[config.mk]
export PLATFORM = sky130hd
export DESIGN_NAME = fwd_ctrl
export DESIGN_NICKNAME = d
export VERILOG_FILES = /design/src/rtl/fwd_pkg.sv /design/src/rtl/fwd_sel.sv /design/src/rtl/fwd_ctrl.sv
export SDC_FILE = /design/constraint.sdc
export NUM_CORES = 1
export LEC_CHECK = 0
export ABC_AREA = 1
export CORE_MARGIN = 2
export CORE_UTILIZATION = 46
export DETAILED_ROUTE_END_ITERATION = 10
export PLACE_DENSITY = 0.84
export SYNTH_ARGS = -nofsm -noshare
export SYNTH_HDL_FRONTEND = slang
export SYNTH_HIERARCHICAL = 1
export SYNTH_SLANG_ARGS = --single-unit
[constraint.sdc]
create_clock -name clk -period 1.3 [get_ports clk]
set_clock_uncertainty 0.1 [all_clocks]
set_input_delay 0.39 -clock clk [delete_from_list [all_inputs] [get_ports clk]]
set_output_delay 0.39 -clock clk [all_outputs]
set_load 0.03 [all_outputs]
[src/rtl/fwd_pkg.sv]
// fwd_pkg: forward-select encodings and pipeline shadow-stage type shared by the forwarding controller.
package fwd_pkg;
  localparam logic [1:0] FWD_REG   = 2'b00;
  localparam logic [1:0] FWD_EXMEM = 2'b01;
  localparam logic [1:0] FWD_MEMWB = 2'b10;
  // rd is held at a fixed width wide enough for any supported REG_AW
  localparam int RD_W = 8;
  typedef struct packed {
    logic [RD_W-1:0] rd;
    logic            rw;
    logic            v;
  } shadow_t;
  function automatic logic fwd_hit(input shadow_t s, input logic [RD_W-1:0] src);
    return s.v && s.rw && (s.rd != '0) && (s.rd == src);
  endfunction
endpackage

[src/rtl/fwd_sel.sv]
// fwd_sel: operand forward-select comparator; the EX/MEM hit takes priority over the MEM/WB hit.
module fwd_sel
  import fwd_pkg::*;
(
  input  logic [RD_W-1:0] src,
  input  shadow_t         mem,
  input  shadow_t         wb,
  output logic [1:0]      sel
);
  always_comb sel = fwd_hit(mem, src) ? FWD_EXMEM : fwd_hit(wb, src) ? FWD_MEMWB : FWD_REG;
endmodule

[src/rtl/fwd_ctrl.sv]
// fwd_ctrl: forwarding and load-use hazard controller with EX/MEM/WB shadow registers.
// Optional stall counter on stall_cnt is built when FWD_STATS_EN is defined.
module fwd_ctrl
  import fwd_pkg::*;
#(
  parameter int REG_AW = 5,
  parameter int REG_N  = 32
) (
  input  logic              clk,
  input  logic              rst_n,
  input  logic              id_valid,
  input  logic [REG_AW-1:0] id_rs,
  input  logic [REG_AW-1:0] id_rt,
  input  logic [REG_AW-1:0] id_rd,
  input  logic              id_reg_write,
  input  logic              id_mem_read,
  input  logic              flush,
  output logic [1:0]        forward_a,
  output logic [1:0]        forward_b,
  output logic              stall,
  output logic [15:0]       stall_cnt
);
  if (REG_AW > RD_W || REG_N > 2 ** REG_AW) begin : g_bad_cfg
    $error("fwd_ctrl: REG_AW/REG_N out of range");
  end
  shadow_t         ex, mem, wb;
  logic [RD_W-1:0] ex_rs, ex_rt, rs, rt, rd;
  logic            ex_mr, load;
  assign rs = RD_W'(id_rs);
  assign rt = RD_W'(id_rt);
  assign rd = RD_W'(id_rd);
  // flush suppresses the stall so the flushed consumer simply disappears as a bubble
  assign stall = ex.v && ex_mr && (ex.rd != '0) && id_valid && !flush && (ex.rd == rs || ex.rd == rt);
  assign load  = id_valid && !flush && !stall;
  always_ff @(posedge clk or negedge rst_n) begin
    if (!rst_n) begin
      ex    <= '0;
      mem   <= '0;
      wb    <= '0;
      ex_rs <= '0;
      ex_rt <= '0;
      ex_mr <= 1'b0;
    end else begin
      wb    <= mem;
      mem   <= ex;
      ex    <= load ? shadow_t'{rd: rd, rw: id_reg_write, v: 1'b1} : '0;
      ex_rs <= load ? rs : '0;
      ex_rt <= load ? rt : '0;
      ex_mr <= load && id_mem_read;
    end
  end
  fwd_sel u_sel_a (.src(ex_rs), .mem(mem), .wb(wb), .sel(forward_a));
  fwd_sel u_sel_b (.src(ex_rt), .mem(mem), .wb(wb), .sel(forward_b));
`ifdef FWD_STATS_EN
  logic [15:0] cnt;
  always_ff @(posedge clk or negedge rst_n) begin
    if (!rst_n) cnt <= '0;
    else if (stall && cnt != 16'hFFFF) cnt <= cnt + 16'd1;
  end
  assign stall_cnt = cnt;
`else
  assign stall_cnt = '0;
`endif
endmodule

# [Yosys cells after proc, flatten, opt, wreduce, memory -nomap -nowiden]
# Cells that the tools add are included.
# W data, S select, Z words.
[op_classes] reduce_logical=22 n_mux=7 eq_ne=6
[ops] cell="$eq A5 B5 Y1" n=6
[ops] cell="$reduce_bool A8 Y1" n=3
[ops] cell="$logic_and A1 B1 Y1" n=16
[ops] cell="$mux W5" n=2
[ops] cell="$mux W2" n=4
[ops] cell="$mux W7" n=1
[ops] cell="$logic_not A1 Y1" n=2
[ops] cell="$logic_or A1 B1 Y1" n=1
[word_totals] reg_bits=32 out_inout_bits=21 elab_cells=47 input_bits=21

# [Logic depth before layout (Yosys ltp)]
[logic_depth] depth_word=8 ltp_mapped=10 depth_no_buf=9

# [Hierarchy]
# The synthesis kept the hierarchy.
[by_module_without_submodules] mod="fwd_ctrl" n_inst=1 area_per_inst_um2=1277.5 seq_area_each_um2=800.8 cells_per_inst=133
[by_module_without_submodules] mod="fwd_sel" n_inst=2 area_per_inst_um2=362.8 seq_area_each_um2=0.0 cells_per_inst=82

# [Least setup slack after synthesis]
# OpenSTA, ideal clock, no wires.
[synth_timing] kind="register -> output" from="register mem[6] (netlist name)" to="output port forward_a[1]" slack_ps=-447 t_arrival_ps=1257 t_required_ps=810 path_buffers=0 stages_incl_launch_ff=8 path_cell_list="dfrtp_1 nor2_1 nand2_1 nor2_1 nor2_1 nand2_1 nor2_4 nor2_1"
[synth_via] elab_chain_cells=4 word_cells_on_any_way=5 classes_between="eq/ne: 1; mux: 1; reduce/logical: 3"
[synth_lines] item="$reduce_bool A8 Y1" line_no="fwd_pkg.sv:14" source="return s.v && s.rw && (s.rd != '0) && (s.rd == src);"
[synth_lines] item="$logic_and A1 B1 Y1" line_no="fwd_pkg.sv:14"
[synth_lines] item="$logic_and A1 B1 Y1 *" line_no="fwd_pkg.sv:14"
[synth_lines] item="$mux W2 *" line_no="fwd_sel.sv:10" source="always_comb sel = fwd_hit(mem, src) ? FWD_EXMEM : fwd_hit(wb, src) ? FWD_MEMWB : FWD_REG;"
[synth_lines] item="end: declaration" line_no="fwd_ctrl.sv:18" source="output logic [1:0] forward_a,"
# Every way passes the cells marked *; elsewhere a longest branch is shown, timed or not.

# [Final worst setup path]
[layout_timing] from="register ex[6] (netlist name)" to="output port stall"
[layout_via] elab_chain_cells=5 word_cells_on_any_way=8 classes_between="eq/ne: 2; reduce/logical: 6"
[layout_lines] item="start: declaration" line_no="fwd_ctrl.sv:26" source="shadow_t ex, mem, wb;"
[layout_lines] item="start signal: assignment" line_no="fwd_ctrl.sv:46" source="ex <= load ? shadow_t'{rd: rd, rw: id_reg_write, v: 1'b1} : '0;"
[layout_lines] item="$reduce_bool A8 Y1" line_no="fwd_ctrl.sv:33" source="assign stall = ex.v && ex_mr && (ex.rd != '0) && id_valid && !flush && (ex.rd == rs || ex.rd == rt);"
[layout_lines] item="$logic_and A1 B1 Y1 (3 in series)" line_no="fwd_ctrl.sv:33"
[layout_lines] item="$logic_and A1 B1 Y1 *" line_no="fwd_ctrl.sv:33"
[layout_lines] item="end: declaration" line_no="fwd_ctrl.sv:20" source="output logic stall,"
# Marked as above.

==> summary.md <==
| Metric | Value |
|---|---|
| Status | `complete, but fails checks` |
| RSZ-0062 raised after global routing | `yes` |
| Crit start category | `register` |
| Crit share post-route | `1.54` |
| MaxCap Viol Count | `0` |
| First-pass GRT wire length | `7490 um` |
| #FFs+latches synth | `32` |
| P_int | `1.60 mW` |
| Drc violations | `0` |
| Critical path, cell by cell | `buf_4 -> xnor2_1 -> nand3_1 -> nand2_1 -> nand2_2 -> inv_4 -> buf_6` |
| Rows | `23` |
| Net Sw Frac | `0.307` |
| Die ar. | `4900 sq um` |
| Highest clock rate | `499 MHz` |
| Fillers | `352` |
| Post-DP HPWL | `3120 um` |
| Commonest cells after routing, fill and taps aside | `nand2_1 (81), conb_1 (60), inv_1 (54), nor2_1 (40), dfrtp_1 (26)` |
| Die W | `70.0 um` |
| Max Transition Viols Final | `0` |
| P_leak | `1.45 nW` |
| CORE AREA | `4090 sq um` |
| Sink Count | `32` |
| Vias | `1,872` |
| Slowest-stage cell, CP | `dfrtp_1` |
| I/O pin cnt | `42` |
| Worst path top cell family by delay | `flip-flops` |
| DRT Pass-1 Iters | `4` |
| Clock transition at the registers of the reported paths | `0.07 ns` |
| Flop pwr share | `0.469` |
| Yosys warning count | `6` |
| CP bufs+invs | `3` |
| Max clock buf depth | `2` |
| Combinational power share | `0.202` |
| Failing checks | `setup timing` |
| Mapped cell area | `2000 sq um` |
| Htree depth | `2` |
| PortBufs | `25` |
| HP Class | `register to register` |
| Gpl congestion | `0.771` |
| Fin util | `0.680` |
| CTS tree | `yes` |
| Clock root cell | `clkbuf_8` |
| Crit path time final | `2.01 ns` |
| Ratio of cells with drive above 1 in the final layout | `0.199` |
| Grt total ovfl | `0` |
| Gr usage total | `0.192` |
| Final setup viols | `23` |
| Starting Density | `0.490` |
| Crit Path Category | `register to primary output` |
| Final nets | `411` |
| Antenna violations before repair | `0` |
| Overall power | `2.31 mW` |
| Latest clock arrival within the worst-skew pair | `0.28 ns` |
| CP max FO | `4` |
| Synth area leaders | `dfrtp_1 (40%), nand2_1 (16%), inv_1 (11%)` |
| Critical path required time | `0.81 ns` |
| Fin area | `2780 sq um` |
| Commonest non-fill, non-tap cell in the layout | `nand2_1` |
| CTS Buf Count | `5` |
| Worst endpoint data arrival time | `1.52 ns` |
| Largest net degree at the start of global routing | `33` |
| DP Area | `2520 sq um` |
| WL final | `4290 um` |
| Seq/Total Area, Yosys | `0.400` |
| Avg Synthesized Cell Area | `6.74 sq um` |
| DRT antenna net count | `0` |
| Initial DRC Count | `88` |
| Mapped Cells | `297` |
| Drt wl/cell | `9.73 um` |
| Setup slack at placement | `-0.805 ns` |
| Vias in the first global route | `1,760` |
| Ant. Diodes | `0` |
| Max stage delay on crit path | `0.42 ns` |
| Area growth syn-to-layout | `38.7%` |
| Net switching power | `0.710 mW` |
| Die Ht | `70.0 um` |
| Max VDD drop | `0.000798 V` |
| CP endpoint kind | `primary output` |
| Largest area contributor in the netlist | `dfrtp_1` |
| Synth top area share | `0.400` |
| Final hold vios | `0` |
| Post-route setup slack | `-0.706 ns` |
| Power density over the cells | `831 nW/um^2` |
| Clk pwr share | `0.329` |
| Vias/cell | `4.24` |
| Synth cell types | `20` |
## registers in the layout, indices dropped and copies added, names as in the netlist
register / count
ex: 7
ex_rs: 5
wb: 7
mem: 7
ex_rt: 5
ex_mr: 1
## cells by family (layout without fill, tap and decap cells)
logic type,count (synthesis),in the layout,synth area share
AND/OR/NAND/NOR,166,169,0.347
other,1,60,0.00187
XOR/XNOR,12,12,0.0525
flip-flops,32,32,0.400
AO/OA/AOI/OAI,4,4,0.0112
buffers and inverters,82,114,0.187
## cell usage after synthesis
cell	n
o22ai_1	2
inv_2	2
nand2_4	1
dfrtp_1	32
conb_1	1
inv_1	61
clkinv_1	2
nand3_1	10
xnor2_1	10
a21oi_1	2
buf_4	16
nand2_2	5
nor2_1	58
nor2_4	2
nand2_1	83
nand4_1	4
buf_6	1
xor2_1	2
nor2_2	1
nand3_2	2
## final timing paths
path                            depth (start not counted)          endpoint            start  slack, ns
worst max-delay path                                    7             stall  ex[6]$_DFF_PN0_      -0.71
worst min-delay path                                    0  mem[1]$_DFF_PN0_  ex[1]$_DFF_PN0_       0.25
worst max register to register                          8   ex[4]$_DFF_PN0_  ex[6]$_DFF_PN0_      -0.27
worst min register to register                          0  mem[1]$_DFF_PN0_  ex[1]$_DFF_PN0_       0.25
max in group asynchronous                               2   ex[2]$_DFF_PN0_            rst_n       0.56
min in group asynchronous                               2   ex[6]$_DFF_PN0_            rst_n       0.36
## timing repair
| action | CTS | global route |
|---|---|---|
| hold buffers | 0 | 0 |
| pin swaps | 11 | 3 |
| endpoints found under the hold margin | 0 | 0 |
| setup endpoints to repair | 23 | 23 |
| cloned | 3 | 0 |
| setup buffers | 1 | 3 |
| gates resized for setup | 35 | 14 |
## layout make-up
class	count	area [sq um]	area share
sequential	32	808	0.291
clock buffer	5	68.8	0.0248
inverter	65	246	0.0887
clock inverter	3	23.8	0.00855
tap	50	62.6	0.0225
timing repair buffer	41	390	0.140
multi-input combinational	245	1180	0.424
## power groups by stage
stage	Clock, mW	Combinational (mW)	Sequential (mW)
final	0.761	0.467	1.08
after global placement	0	0.417	1.09
after floorplan	0	0.320	1.08
after global routing	0.832	0.528	1.09
after CTS	0.781	0.445	1.08
after detailed placement	0	0.425	1.10
## per-stage QoR
stage,instances,TNS (ns),hold slack (ns)
after floorplan,356,-1.13,-0.00559
after global placement,426,-14.40,0.234
after detailed placement,426,-15.42,0.237
after CTS,438,-6.57,0.253
after global routing,441,-9.52,0.260
final,441,-7.77,0.251
## per-layer routing
metal | wire (um) | global-route usage | share of wire | up-vias
met5 | 0 | 0 | 0 | -
li1 | - | - | - | 965
met3 | 221 | 0.0418 | 0.052 | 10
met2 | 2330 | 0.352 | 0.54 | 62
met4 | 82 | 0.0748 | 0.019 | 0
met1 | 1660 | 0.215 | 0.39 | 835
No activity file was read; power rests on OpenSTA's default activity.
